`src/rtl/hazard_ctrl_if.sv`:
```
// Bus between the ID-stage decoder/datapath and the hazard/pipeline control
// block. The slave side is the control block; the master side is whatever
// drives the ID-stage fields and consumes the stage controls.
interface hazard_ctrl_if #(
  parameter int REG_AW = 5
) ();
  // ID-stage inputs
  logic [9:0]        id_ctrl;
  logic [REG_AW-1:0] id_rs;
  logic [REG_AW-1:0] id_rt;
  logic [REG_AW-1:0] id_rd;
  logic              ex_zero;
  // Front-end control
  logic              en_reg;
  logic              pc_we;
  logic              ifid_we;
  logic              ifid_flush;
  logic [1:0]        pc_sel;
  // Stage registers
  logic [9:0]        ex_ctrl;
  logic [REG_AW-1:0] ex_rs;
  logic [REG_AW-1:0] ex_rt;
  logic [3:0]        mem_ctrl;
  logic [REG_AW-1:0] mem_dest;
  logic [1:0]        wb_ctrl;
  logic [REG_AW-1:0] wb_dest;
  // Forwarding selects
  logic [1:0]        fwd_a;
  logic [1:0]        fwd_b;

  modport slave (
    input  id_ctrl, id_rs, id_rt, id_rd, ex_zero,
    output en_reg, pc_we, ifid_we, ifid_flush, pc_sel,
    output ex_ctrl, ex_rs, ex_rt, mem_ctrl, mem_dest, wb_ctrl, wb_dest,
    output fwd_a, fwd_b
  );

  modport master (
    output id_ctrl, id_rs, id_rt, id_rd, ex_zero,
    input  en_reg, pc_we, ifid_we, ifid_flush, pc_sel,
    input  ex_ctrl, ex_rs, ex_rt, mem_ctrl, mem_dest, wb_ctrl, wb_dest,
    input  fwd_a, fwd_b
  );
endinterface

```
`src/rtl/hazard_ctrl_pipe.sv`:
```
// 5-stage MIPS pipeline control: carries decoder control through ID/EX,
// EX/MEM and MEM/WB, detects load-use hazards, resolves branch/jump
// redirects and produces EX-stage forwarding selects.
module hazard_ctrl_pipe #(
  parameter int REG_AW = 5
) (
  input  logic          clk,
  input  logic          rst,
  hazard_ctrl_if.slave  bus
);

  typedef struct packed {
    logic       reg_dst;
    logic       alu_src;
    logic       mem_to_reg;
    logic       reg_write;
    logic       mem_read;
    logic       mem_write;
    logic       branch;
    logic       jump;
    logic [1:0] alu_op;
  } ctrl_t;

  ctrl_t             w_id_ctrl;
  ctrl_t             r_ex_ctrl;
  logic [REG_AW-1:0] r_ex_rs, r_ex_rt, r_ex_rd;
  logic [3:0]        r_mem_ctrl;
  logic [REG_AW-1:0] r_mem_dest;
  logic [1:0]        r_wb_ctrl;
  logic [REG_AW-1:0] r_wb_dest;

  logic [REG_AW-1:0] w_ex_dest;
  logic              w_stall;
  logic              w_take_br;
  logic              w_take_j;
  logic              w_bubble;
  logic [1:0]        w_fwd_a, w_fwd_b;

  assign w_id_ctrl = ctrl_t'(bus.id_ctrl);
  assign w_ex_dest = r_ex_ctrl.reg_dst ? r_ex_rd : r_ex_rt;

  // Hazard and redirect decisions. Nothing here looks at id_ctrl except the
  // jump, so en_reg never loops back through the decoder. The jump is held
  // off while stalled (it stays in ID) and under reset (front end idle).
  always_comb begin
    w_stall   = r_ex_ctrl.mem_read && (r_ex_rt != '0) &&
                ((r_ex_rt == bus.id_rs) || (r_ex_rt == bus.id_rt));
    w_take_br = r_ex_ctrl.branch && bus.ex_zero;
    w_take_j  = w_id_ctrl.jump && !w_take_br && !w_stall && !rst;
    w_bubble  = w_stall || w_take_br;
  end

  // EX/MEM wins over MEM/WB since it holds the younger result; $0 never forwards.
  always_comb begin
    w_fwd_a = 2'b00;
    w_fwd_b = 2'b00;
    if (r_mem_ctrl[2] && (r_mem_dest != '0) && (r_mem_dest == r_ex_rs))
      w_fwd_a = 2'b10;
    else if (r_wb_ctrl[0] && (r_wb_dest != '0) && (r_wb_dest == r_ex_rs))
      w_fwd_a = 2'b01;
    if (r_mem_ctrl[2] && (r_mem_dest != '0) && (r_mem_dest == r_ex_rt))
      w_fwd_b = 2'b10;
    else if (r_wb_ctrl[0] && (r_wb_dest != '0) && (r_wb_dest == r_ex_rt))
      w_fwd_b = 2'b01;
  end

  // ID/EX: loads a full bubble on a stall or a taken branch, else the ID fields.
  always_ff @(posedge clk or posedge rst) begin
    if (rst) begin
      r_ex_ctrl <= '0;
      r_ex_rs   <= '0;
      r_ex_rt   <= '0;
      r_ex_rd   <= '0;
    end else if (w_bubble) begin
      r_ex_ctrl <= '0;
      r_ex_rs   <= '0;
      r_ex_rt   <= '0;
      r_ex_rd   <= '0;
    end else begin
      r_ex_ctrl <= w_id_ctrl;
      r_ex_rs   <= bus.id_rs;
      r_ex_rt   <= bus.id_rt;
      r_ex_rd   <= bus.id_rd;
    end
  end

  // EX/MEM and MEM/WB free-run: nothing past EX is ever stalled or flushed.
  always_ff @(posedge clk or posedge rst) begin
    if (rst) begin
      r_mem_ctrl <= '0;
      r_mem_dest <= '0;
      r_wb_ctrl  <= '0;
      r_wb_dest  <= '0;
    end else begin
      r_mem_ctrl <= {r_ex_ctrl.mem_to_reg, r_ex_ctrl.reg_write,
                     r_ex_ctrl.mem_read, r_ex_ctrl.mem_write};
      r_mem_dest <= w_ex_dest;
      r_wb_ctrl  <= r_mem_ctrl[3:2];
      r_wb_dest  <= r_mem_dest;
    end
  end

  assign bus.en_reg     = !w_stall || w_take_br;
  assign bus.pc_we      = !w_stall || w_take_br;
  assign bus.ifid_we    = !w_stall || w_take_br;
  assign bus.ifid_flush = w_take_br || w_take_j;
  assign bus.pc_sel     = w_take_br ? 2'b01 : (w_take_j ? 2'b10 : 2'b00);
  assign bus.ex_ctrl    = r_ex_ctrl;
  assign bus.ex_rs      = r_ex_rs;
  assign bus.ex_rt      = r_ex_rt;
  assign bus.mem_ctrl   = r_mem_ctrl;
  assign bus.mem_dest   = r_mem_dest;
  assign bus.wb_ctrl    = r_wb_ctrl;
  assign bus.wb_dest    = r_wb_dest;
  assign bus.fwd_a      = w_fwd_a;
  assign bus.fwd_b      = w_fwd_b;

endmodule

```
`src/flat_wrapper.sv`:
```
// flat-port wrapper written by rule: the top's interface ports become plain ports
module hazard_ctrl_pipe_flat 
#(
  parameter int REG_AW = 5
)
  (clk, rst, bus_id_ctrl, bus_id_rs, bus_id_rt, bus_id_rd, bus_ex_zero, bus_en_reg, bus_pc_we, bus_ifid_we, bus_ifid_flush, bus_pc_sel, bus_ex_ctrl, bus_ex_rs, bus_ex_rt, bus_mem_ctrl, bus_mem_dest, bus_wb_ctrl, bus_wb_dest, bus_fwd_a, bus_fwd_b);
  hazard_ctrl_if #(.REG_AW(REG_AW)) bus_i ();
  input  logic clk;
  input  logic rst;
  input wire logic [$bits(bus_i.id_ctrl)-1:0] bus_id_ctrl;
  input wire logic [$bits(bus_i.id_rs)-1:0] bus_id_rs;
  input wire logic [$bits(bus_i.id_rt)-1:0] bus_id_rt;
  input wire logic [$bits(bus_i.id_rd)-1:0] bus_id_rd;
  input wire logic [$bits(bus_i.ex_zero)-1:0] bus_ex_zero;
  output wire logic [$bits(bus_i.en_reg)-1:0] bus_en_reg;
  output wire logic [$bits(bus_i.pc_we)-1:0] bus_pc_we;
  output wire logic [$bits(bus_i.ifid_we)-1:0] bus_ifid_we;
  output wire logic [$bits(bus_i.ifid_flush)-1:0] bus_ifid_flush;
  output wire logic [$bits(bus_i.pc_sel)-1:0] bus_pc_sel;
  output wire logic [$bits(bus_i.ex_ctrl)-1:0] bus_ex_ctrl;
  output wire logic [$bits(bus_i.ex_rs)-1:0] bus_ex_rs;
  output wire logic [$bits(bus_i.ex_rt)-1:0] bus_ex_rt;
  output wire logic [$bits(bus_i.mem_ctrl)-1:0] bus_mem_ctrl;
  output wire logic [$bits(bus_i.mem_dest)-1:0] bus_mem_dest;
  output wire logic [$bits(bus_i.wb_ctrl)-1:0] bus_wb_ctrl;
  output wire logic [$bits(bus_i.wb_dest)-1:0] bus_wb_dest;
  output wire logic [$bits(bus_i.fwd_a)-1:0] bus_fwd_a;
  output wire logic [$bits(bus_i.fwd_b)-1:0] bus_fwd_b;
  assign bus_i.id_ctrl = bus_id_ctrl;
  assign bus_i.id_rs = bus_id_rs;
  assign bus_i.id_rt = bus_id_rt;
  assign bus_i.id_rd = bus_id_rd;
  assign bus_i.ex_zero = bus_ex_zero;
  assign bus_en_reg = bus_i.en_reg;
  assign bus_pc_we = bus_i.pc_we;
  assign bus_ifid_we = bus_i.ifid_we;
  assign bus_ifid_flush = bus_i.ifid_flush;
  assign bus_pc_sel = bus_i.pc_sel;
  assign bus_ex_ctrl = bus_i.ex_ctrl;
  assign bus_ex_rs = bus_i.ex_rs;
  assign bus_ex_rt = bus_i.ex_rt;
  assign bus_mem_ctrl = bus_i.mem_ctrl;
  assign bus_mem_dest = bus_i.mem_dest;
  assign bus_wb_ctrl = bus_i.wb_ctrl;
  assign bus_wb_dest = bus_i.wb_dest;
  assign bus_fwd_a = bus_i.fwd_a;
  assign bus_fwd_b = bus_i.fwd_b;
  hazard_ctrl_pipe #(.REG_AW(REG_AW)) u_core (.clk(clk), .rst(rst), .bus(bus_i));
endmodule
```
`config.mk`:
```
export PLATFORM = sky130hd
export DESIGN_NAME = hazard_ctrl_pipe_flat
export DESIGN_NICKNAME = d
export VERILOG_FILES = /design/src/rtl/hazard_ctrl_if.sv /design/src/rtl/hazard_ctrl_pipe.sv /design/src/flat_wrapper.sv
export SDC_FILE = /design/constraint.sdc
export NUM_CORES = 1
export LEC_CHECK = 0
export CAP_MARGIN = 10
export CORE_ASPECT_RATIO = 0.8
export CORE_MARGIN = 2
export CORE_UTILIZATION = 39
export DETAILED_ROUTE_END_ITERATION = 12
export MAX_ROUTING_LAYER = met4
export PLACE_DENSITY = 0.75
export SYNTH_ARGS = -nofsm -noshare
export SYNTH_HDL_FRONTEND = slang
export SYNTH_SLANG_ARGS = --single-unit
```
`constraint.sdc`:
```
create_clock -name clk -period 2.2 [get_ports clk]
set_input_delay 0.44 -clock clk [delete_from_list [all_inputs] [get_ports clk]]
set_output_delay 0.44 -clock clk [all_outputs]
set_load 0.01 [all_outputs]
```
Word level (Yosys, flattened, before mapping) --
Cells that the tools add are included. W data, S select, Z words.
Word-level totals: word-level logic and storage cells 55, output and inout bits 46, memories kept 0, bits in registers 41, bits in writable memories 0, latch bits 0, memory bits (read-only) 0, bits of input ports 28
Cells by class: bitwise logic cells 0, reduce and logical (&&, ||, !) cells 22, eq/ne operators 6, $mul 0, multiplexer cells 11, add/subtract/negate cells 0, shifts and indexed selects 0, $lt $le $gt $ge 0, div/mod/pow operators 0
Operator list (number):
- $eq A5 B5 Y1 | 6
- $mux W5 | 4
- $reduce_bool A5 Y1 | 3
- $logic_and A1 B1 Y1 | 12
- $mux W10 | 1
- $mux W2 | 4
- $logic_or A1 B1 Y1 | 4
- $logic_not A1 Y1 | 3
- $mux W1 | 2

Logic depth before layout (Yosys ltp) --
Gate-level depths: netlist of the first run.
depth after elaboration 8, mapped depth 7, gate-level depth less buffers 4

Least setup slack after synthesis of the first run --
Ideal clock, no wire load.
kind register to output, start point reg u_core.r_ex_rt[3] (netlist: u_core.bus.ex_rt[3]), end point out bus_ifid_we, arrival 1880 ps, path slack -120 ps, stages on the path, launching flop included 8, required time 1760 ps, cells stage by stage dfrtp_1 -> clkbuf_1 -> xnor2_1 -> nand3_1 -> o22ai_2 -> buf_2 -> nand3_1 -> buf_4
Between the ends: cells in the longest elaborated chain, start to end 5
RTL lines:
- from (decl) | line hazard_ctrl_pipe.sv:26 | logic [REG_AW-1:0] r_ex_rs, r_ex_rt, r_ex_rd;
- from (signal assigned) | line hazard_ctrl_pipe.sv:82 | r_ex_rt <= bus.id_rt;
- $eq A5 B5 Y1 / $reduce_bool A5 Y1 (equally long branches) | line hazard_ctrl_pipe.sv:47, hazard_ctrl_pipe.sv:46
- $logic_or A1 B1 Y1 / $logic_and A1 B1 Y1 (equally long branches) | line hazard_ctrl_pipe.sv:47, hazard_ctrl_pipe.sv:46
- $logic_and A1 B1 Y1 (*) | line hazard_ctrl_pipe.sv:46 | w_stall = r_ex_ctrl.mem_read && (r_ex_rt != '0) &&
- $logic_not A1 Y1 (*)
- $logic_or A1 B1 Y1 (*)
- to (decl) | line flat_wrapper.sv:17 | output wire logic [$bits(bus_i.ifid_we)-1:0] bus_ifid_we;
Mark *: on every way between the ends. The rest lies on a longest branch, timed or not.

Worst setup path in the final report of the first run --
start point reg u_core.r_wb_dest[3] (netlist: u_core.bus.wb_dest[3]), end point out bus_fwd_b[0]
Between the ends: cells in the longest elaborated chain, start to end 5
RTL lines:
- from (decl) | line hazard_ctrl_pipe.sv:30 | logic [REG_AW-1:0] r_wb_dest;
- from (signal assigned) | line hazard_ctrl_pipe.sv:99 | r_wb_dest <= r_mem_dest;
- $reduce_bool A5 Y1 | line hazard_ctrl_pipe.sv:63 | else if (r_wb_ctrl[0] && (r_wb_dest != '0) && (r_wb_dest == r_ex_rt))
- $logic_and A1 B1 Y1 | line hazard_ctrl_pipe.sv:63
- $logic_and A1 B1 Y1 (*) | line hazard_ctrl_pipe.sv:63
- $mux W1 (*) | line hazard_ctrl_pipe.sv:63
- $mux W2 (*) | line hazard_ctrl_pipe.sv:61 | if (r_mem_ctrl[2] && (r_mem_dest != '0) && (r_mem_dest == r_ex_rt))
- to (decl) | line flat_wrapper.sv:28 | output wire logic [$bits(bus_i.fwd_b)-1:0] bus_fwd_b;
Marks and branches as above.

==> results of run 1 <==
-- worst max path at each step --
stage | depth (start not counted) | slack, ns | end
CTS | 5 | -0.16 | bus_fwd_b[0]
detailed placement | 5 | -0.47 | bus_fwd_a[0]
floorplan | 7 | 0.008 | bus_ifid_we
global route | 5 | -0.25 | bus_fwd_a[0]
global placement | 6 | -0.31 | bus_pc_we
finish | 5 | -0.17 | bus_fwd_b[0]
-- state kept, by name, summed over array words and instances, names as in the netlist --
register,count
u_core.bus.ex_ctrl,10
u_core.bus.ex_rs,5
u_core.bus.ex_rt,5
u_core.bus.mem_ctrl,4
u_core.bus.mem_dest,5
u_core.bus.wb_ctrl,2
u_core.bus.wb_dest,5
u_core.r_ex_rd,5
-- logic make-up after synthesis --
group | after synthesis | synth area share
compound gates | 31 | 0.1236
xor+xnor | 30 | 0.1366
buf+inv | 18 | 0.06962
flops | 41 | 0.5335
mux | 5 | 0.02928
simple gates | 45 | 0.1073
-- stage by stage --
step / power (W) / hold WS, ns
global placement: 0.001456 / 0.3576
floorplan: 0.001171 / 0.4160
detailed placement: 0.001472 / 0.3591
global route: 0.002302 / 0.3902
CTS: 0.002153 / 0.3813
finish: 0.002194 / 0.3776
-- cell usage after synthesis, drive strengths merged --
| master | count |
|---|---|
| xnor2 | 16 |
| nor2b | 1 |
| xor2 | 14 |
| clkbuf | 5 |
| inv | 2 |
| or4 | 5 |
| buf | 11 |
| mux2 | 5 |
| dfrtp | 41 |
| a21oi | 26 |
| nand2 | 29 |
| nand3 | 5 |
| nor4 | 4 |
| o22ai | 1 |
| a31oi | 1 |
| nor2 | 1 |
| o21ai | 2 |
| o21a | 1 |
-- area by class of cell --
type | count | share of cell area
clock buffers | 6 | 0.02561
inverters | 2 | 0.002328
multi-input cells | 111 | 0.2906
well taps | 60 | 0.02328
repair buffers | 115 | 0.3279
flip-flops and latches | 41 | 0.3186
clock inverters | 2 | 0.01164
-- power breakdown --
group | switching [W] | total, W | internal, W
clock network | 0.000260 | 0.000628 | 0.000369
logic | 0.000314 | 0.000686 | 0.000372
registers | 0.0000562 | 0.000880 | 0.000824
-- routing by layer --
metal | wire [µm] | vias to the layer above | share of wire
li1 | - | 774 | -
met2 | 2633 | 55 | 0.50
met4 | 128 | 0 | 0.024
met5 | 0 | - | 0
met3 | 262 | 13 | 0.050
met1 | 2228 | 791 | 0.42
-- repair_timing --
action / CTS / global route
buffers inserted: 7 / 5
pin swaps: 13 / 6
gates resized for setup: 66 / 22
cloned: 0 / 0
endpoints found under the hold margin: 0 / 0
setup endpoints to repair: 10 / 10
==> summary.md, run 1 <==
| Metric | Value |
|---|---|
| Most common cell after layout, fill and taps aside | clkdlybuf4s50_1 |
| Non-Filler Instances | 337 |
| Reg2Reg Depth | 7 |
| Final GP Congestion | 0.8486 |
| Layout cells sized above 1 | 0.3863 |
| Peak VDD IR | 0.4840 mV |
| Req. time, crit path | 1.76 ns |
| Hold Vio Cnt, Final | 0 |
| Synth area leader | dfrtp_1 |
| Largest net degree at the start of global routing | 42 |
| Worst-Margin Slew | 0.4966 ns |
| # IOs | 74 |
| Fmax | 421.5 MHz |
| Hold Crit Class | flop to flop |
| DP HPWL | 3594 µm |
| R2R Setup Slk | 0.40 ns |
| N_diodes | 0 |
| Fin. max-slew vios | 0 |
| Final period utilization | 1.078 |
| # Max-Cap Violations | 0 |
| Startpoint type of the worst setup path | flop |
| Initial antenna violation count | 0 |
| Post-synthesis register bit count | 41 |
| Commonest non-fill, non-tap cells in the layout | clkdlybuf4s50_1 (54), dfrtp_1 (40), buf_4 (36) |
| Crit path capture type | output port |
| Netlist cell types | 22 |
| Die ar. | 5512 µm² |
| Crit path cell chain | buf_6 -> xor2_1 -> or4_4 -> nor4_4 -> buf_2 |
| Hold Buf Count CTS | 0 |
| Vias in the first global route | 1,596 |
| RSZ-0062 raised after global routing | true |
| FILL cells | 372 |
| Fin util | 0.6890 |
| H-tree Lvls | 2 |
| Synth top area cells | dfrtp_1 (53%), a21oi_2 (8.7%), xnor2_1 (7.3%) |
| Maximum fanout along the worst path | 2 |
| DRC Markers | 0 |
| Post-route ant nets | 0 |
| Sequential fraction of the synthesis area | 0.5335 |
| Slowest CP cell | or4_4 |
| Clock slew at reported path FFs | 0.08 ns |
| Initial DRC Count | 66 |
| Die Width | 82.51 µm |
| Placed inst area | 2840 µm² |
| M3 GR Usage | 0.03388 |
| Max clock buf depth | 2 |
| Share of the synthesized area in the top cell type | 0.5335 |
| FF-to-FF End | u_core.bus.ex_ctrl[9]$_DFF_PP0_ |
| Reg2Reg Launch Point | u_core.bus.ex_rt[3]$_DFF_PP0_ |
| Lkg Pwr | 1.482 nW |
| Die Ht | 66.81 µm |
| Crit path from | u_core.bus.wb_dest[3]$_DFF_PP0_ |
| Buffers on Ports | 73 |
| Post-synthesis area per instance | 11.31 µm² |
| Grt ovf | 0 |
| CTS Sinks | 41 |
| Crit path kind | flop to output port |
| Pwr Density | 680.6 nW/µm² |
| Met1 Track Usage GR | 0.2548 |
| Setup tns final | -0.4684 ns |
| Post-synthesis instance total | 170 |
| Number of cells after detailed placement | 318 |
| Origin of the worst min-delay path | u_core.bus.ex_ctrl[4]$_DFF_PP0_ |
| Final WS setup | -0.1723 ns |
| Global-route wire length before repair | 7935 µm |
| Synthesis-to-finish area growth | 67.66% |
| YS warnings | 0 |
| WL/cell | 15.58 µm |
| Core area | 4679 µm² |
| GRT Max-Usage Layer | met2 |
| Total Routed Length | 5252 µm |
| Area of the multi-input gates | 937.1 µm² |
| CP top delay family | simple AND/OR/NAND/NOR gates |
| Via count | 1,633 |
| GRT Total Usage | 0.2030 |
| M2 GR Usage | 0.3327 |
| WP buf/inv | 2 |
| Total CTS buffers | 5 |
| Drt first pass iters | 4 |
| Critical Path AT | 1.93 ns |
| CTS tree | built |
| Hold depth | 0 |
| Final min period | 2.372 ns |
| Final Cell Area | 3224 µm² |
| Hold endpoint | u_core.bus.mem_ctrl[0]$_DFF_PP0_ |
| Fin nets | 304 |
| Worst-skew pair later-pin latency | 0.29 ns |
| Initial Utilization | 0.4110 |
| Slew headroom | 0.6689 |
| Register area | 1027 µm² |
| Cell Rows | 22 |
| Placement Setup Slack | -0.4670 ns |
| Synthesized area | 1923 µm² |
| Failing checks | setup timing |
| Status | finished with violations |
| Post-Synthesis Net Count | 198 |
| Clock root cell | clkbuf_8 |
| Final setup viols | 6 |
| Fin Clk Skew | 0.003815 ns |
| Slowest stage delay, CP | 0.54 ns |
| Average vias per placed instance | 4.846 |
Note: power is estimated with default switching activity, not from simulation.
==> run 2: changes to the inputs <==
--- a/config.mk
+++ b/config.mk
@@ -5,10 +5,11 @@
 export SDC_FILE = /design/constraint.sdc
 export NUM_CORES = 1
 export LEC_CHECK = 0
+export ABC_AREA = 1
 export CAP_MARGIN = 10
 export CORE_ASPECT_RATIO = 0.8
 export CORE_MARGIN = 2
-export CORE_UTILIZATION = 39
+export CORE_UTILIZATION = 38
 export DETAILED_ROUTE_END_ITERATION = 12
 export MAX_ROUTING_LAYER = met4
 export PLACE_DENSITY = 0.75
==> constraint.sdc (replaced) <==
create_clock -name clk -period 2.2 [get_ports clk]
set_input_delay 0.44 -clock clk [delete_from_list [all_inputs] [get_ports clk]]
set_output_delay 0.44 -clock clk [all_outputs]
set_load 0.1 [all_outputs]
==> summary.md, run 2 <==
| Metric | Value |
|---|---|
| Final WS setup | 0.02575 ns (+0.1981 ns) |
| Crit path kind | flop to output port |
| Total Routed Length | 4280 µm (-19%) |
| Via count | 1,522 (-6.8%) |
| Hold Crit Class | flop to flop |
| Maximum fanout along the worst path | 7 (+5) |
| Share of the synthesized area in the top cell type | 0.5628 (+0.02929) |
| Total CTS buffers | 5 (unchanged) |
| Lkg Pwr | 1.469 nW (-0.88%) |
| Final setup viols | 0 (-6) |
| Synth area leader | dfrtp_1 |
| Post-synthesis register bit count | 41 (unchanged) |
| Asr flop ratio synth | 1.000 (unchanged) |
| Crit path top cell by count | nor2_1 |
| Clock slew at reported path FFs | 0.07 ns (about the same) |
| Netlist cell types | 18 (-18%) |
| Commonest non-fill, non-tap cells in the layout | buf_4 (50), nor2_1 (34), nand2_1 (30), inv_1 (30), dfrtp_1 (23) |
| Slew headroom | 0.6601 (-0.008870) |
| Switching pwr | 0.001056 W (+68%) |
| FF-to-FF End | u_core.bus.ex_rt[0]$_DFF_PP0_ |
| Critical Path AT | 1.73 ns (-0.20 ns) |
| Clk pwr share | 0.192 (-0.094) |
| Slowest stage delay, CP | 0.54 ns (about the same) |
| Sequential fraction of the synthesis area | 0.5628 (+0.02929) |
| Initial Utilization | 0.3966 (-0.01439) |
| Worst-Margin Slew | 0.5099 ns (+0.01331 ns) |
| CP top delay family | simple AND/OR/NAND/NOR gates |
| Global-route wire length before repair | 7051 µm (-11%) |
| Part of the power in registers | 0.390 (-0.011) |
| N_diodes | 0 (unchanged) |
| Max reg flops | 10 (unchanged) |
| GRT Total Usage | 0.1808 (-0.02226) |
| Buffers on Ports | 73 (unchanged) |
| Hold Vio Cnt, Final | 0 (unchanged) |
| Fin Clk Skew | 0.01254 ns (+0.008726 ns) |
| Largest net degree at the start of global routing | 42 (unchanged) |
| RSZ-0062 raised after global routing | true |
| WL/cell | 12.30 µm (-21%) |
| Post-synthesis instance total | 202 (+19%) |
| Placement Setup Slack | -0.09881 ns (+0.3682 ns) |
| Comb power frac | 0.417 (+0.104) |
| Critical path depth | 8 (+3) |
| Startpoint type of the worst setup path | flop |
| CTS tree | built |
| Post-synth EDFFs | 0 (unchanged) |
| Crit path from | u_core.bus.ex_rt[0]$_DFF_PP0_ |
| Grt ovf | 0 (unchanged) |
| Initial antenna violation count | 0 (unchanged) |
| Slowest CP cell | dfrtp_4 |
| Fin. max-slew vios | 0 (unchanged) |
| Drt first pass iters | 4 (unchanged) |
| Average vias per placed instance | 4.374 (-9.7%) |
| WP buf/inv | 2 (unchanged) |
| Die Width | 81.44 µm (-1.3%) |
| Commonest register cell after synthesis | dfrtp_1 |
| Hold Buf Count CTS | 0 (unchanged) |
| YS warnings | 0 (unchanged) |
| Total internal power | 0.001337 W (-15%) |
| Final GP Congestion | 0.8490 (about the same) |
| Status | completed |
| Switch share | 0.4413 (+0.1543) |
| Crit path cell chain | nor2_2 -> nor2_1 -> nor2_1 -> nand3_1 -> nand2_2 -> buf_4 -> nand3_4 -> buf_12 |
| Crit path to | bus_ifid_we |
| Layout cells sized above 1 | 0.3819 (-0.004337) |
| Post-Synthesis Net Count | 230 (+16%) |
| Fmax | 459.9 MHz (+9.1%) |
| Final period utilization | 0.9883 (-0.09003) |
| Max clock buf depth | 2 (unchanged) |
| Fin nets | 315 (+3.6%) |
| Reg2Reg Depth | 9 (+2) |
| Pwr Density | 813.9 nW/µm² (+20%) |
| R2R Setup Slk | 0.55 ns (+0.15 ns) |
| Reg2Reg Launch Point | u_core.bus.ex_rt[0]$_DFF_PP0_ |
| DRC Markers | 0 (unchanged) |
| Synthesis-to-finish area growth | 61.22% |
| Die Ht | 65.95 µm (-1.3%) |
| Clock root cell | clkbuf_8 |
| Worst-skew pair later-pin latency | 0.29 ns (about the same) |
| DP HPWL | 3283 µm (-8.7%) |
| H-tree Lvls | 2 (unchanged) |
| Post-synthesis area per instance | 9.025 µm² (-20%) |
| # IOs | 74 (unchanged) |
| Synth top area cells | dfrtp_1 (56%), nor2_1 (7.6%), inv_1 (7.2%) |
| Commonest cells in the netlist | dfrtp_1 (41), nor2_1 (37), inv_1 (35) |
| Req. time, crit path | 1.76 ns (about the same) |
| Peak VDD IR | 0.4673 mV (-3.5%) |
| Most frequent cell after synthesis | dfrtp_1 |
| Post-route ant nets | 0 (unchanged) |
| Die ar. | 5371 µm² (-2.6%) |
| Synthesized area | 1823 µm² (-5.2%) |
| Final min period | 2.174 ns (-0.1981 ns) |
| Crit path capture type | output port |
| Core area | 4597 µm² (-1.8%) |
| Vias in the first global route | 1,568 (-1.8%) |
| CTS Sinks | 41 (unchanged) |
| Initial DRC Count | 38 (-42%) |
| Most common cell after layout, fill and taps aside | buf_4 |
| # Max-Cap Violations | 0 (unchanged) |
| Cell Rows | 22 (unchanged) |
| WHS | 0.3802 ns (+0.002646 ns) |
## run 2: cell types whose count changed in the layout (fill, tap and decap cells not counted), moves of 6 or more
cell and change:
clkdlybuf4s50_1 -37, nor2_1 +33, inv_1 +28, a21oi_2 -20, dfrtp_1 -17, buf_4 +14
dfrtp_4 +14, buf_6 -11, buf_12 +10, xor2_1 -8, o21ai_0 +7, a21oi_1 -6
## run 2: per-layer routing
metal	wire [µm]	track usage
met4	66	0.06992
met5	0	-
met1	1945	0.2243
met3	241	0.04235
met2	2026	0.2879
## run 2: how the worst min path moves through the flow
stage | to | from | cells past startpoint
finish | u_core.bus.wb_ctrl[1]$_DFF_PP0_ | u_core.bus.mem_ctrl[3]$_DFF_PP0_ | 0
global route | u_core.bus.mem_ctrl[3]$_DFF_PP0_ | u_core.bus.ex_ctrl[7]$_DFF_PP0_ | 0
CTS | u_core.bus.wb_ctrl[1]$_DFF_PP0_ | u_core.bus.mem_ctrl[3]$_DFF_PP0_ | 0
detailed placement | u_core.bus.wb_ctrl[1]$_DFF_PP0_ | u_core.bus.mem_ctrl[3]$_DFF_PP0_ | 0
global placement | u_core.bus.mem_ctrl[3]$_DFF_PP0_ | u_core.bus.ex_ctrl[7]$_DFF_PP0_ | 0
floorplan | u_core.bus.mem_dest[3]$_DFF_PP0_ | u_core.r_ex_rd[3]$_DFF_PP0_ | 2
## run 2: cells by family (layout without fill, tap and decap cells)
family | count (synthesis) | after routing | share of synthesized area
simple gates | 85 | 85 | 0.1929
buf+inv | 46 | 132 | 0.1167
flops | 41 | 41 | 0.5628
xor+xnor | 22 | 22 | 0.1057
compound gates | 8 | 8 | 0.02196
## run 2: repair_timing
action	CTS	global route
buffers inserted	0	5
pin swaps	7	11
resized for setup	13	8
endpoints found under the setup margin	6	4
## run 2: area by class of cell
type	instances	area, µm²
clock buffer	7	76.32
clock inverter	1	5.005
fill	392	1658
inverter	37	148.9
multi-input combinational	115	716.9
sequential	41	1084
tap	60	75.07
timing repair buffer	87	833.3
## run 2: power by group through the flow
stage	sequential (W)	combinational, W	clock (W)
3_5_place_dp	0.000944	0.000985	0
5_1_grt	0.000945	0.00105	0.000513
3_3_place_gp	0.000940	0.000978	0
2_1_floorplan	0.00139	0.000294	0
4_1_cts	0.000930	0.000985	0.000472
6_report	0.000934	0.000998	0.000460
## run 2: stage by stage
step	TNS (ns)	total power, W	util	cells	cell area (µm²)
2_1_floorplan	-1.409	0.001686	-	202	2022
6_report	0	0.002392	0.6394	348	2939
5_1_grt	-0.2469	0.002503	0.6394	348	2939
3_3_place_gp	-0.1328	0.001919	0.6070	335	2790
3_5_place_dp	-0.1701	0.001929	0.6070	335	2790
4_1_cts	0	0.002387	0.6247	343	2872
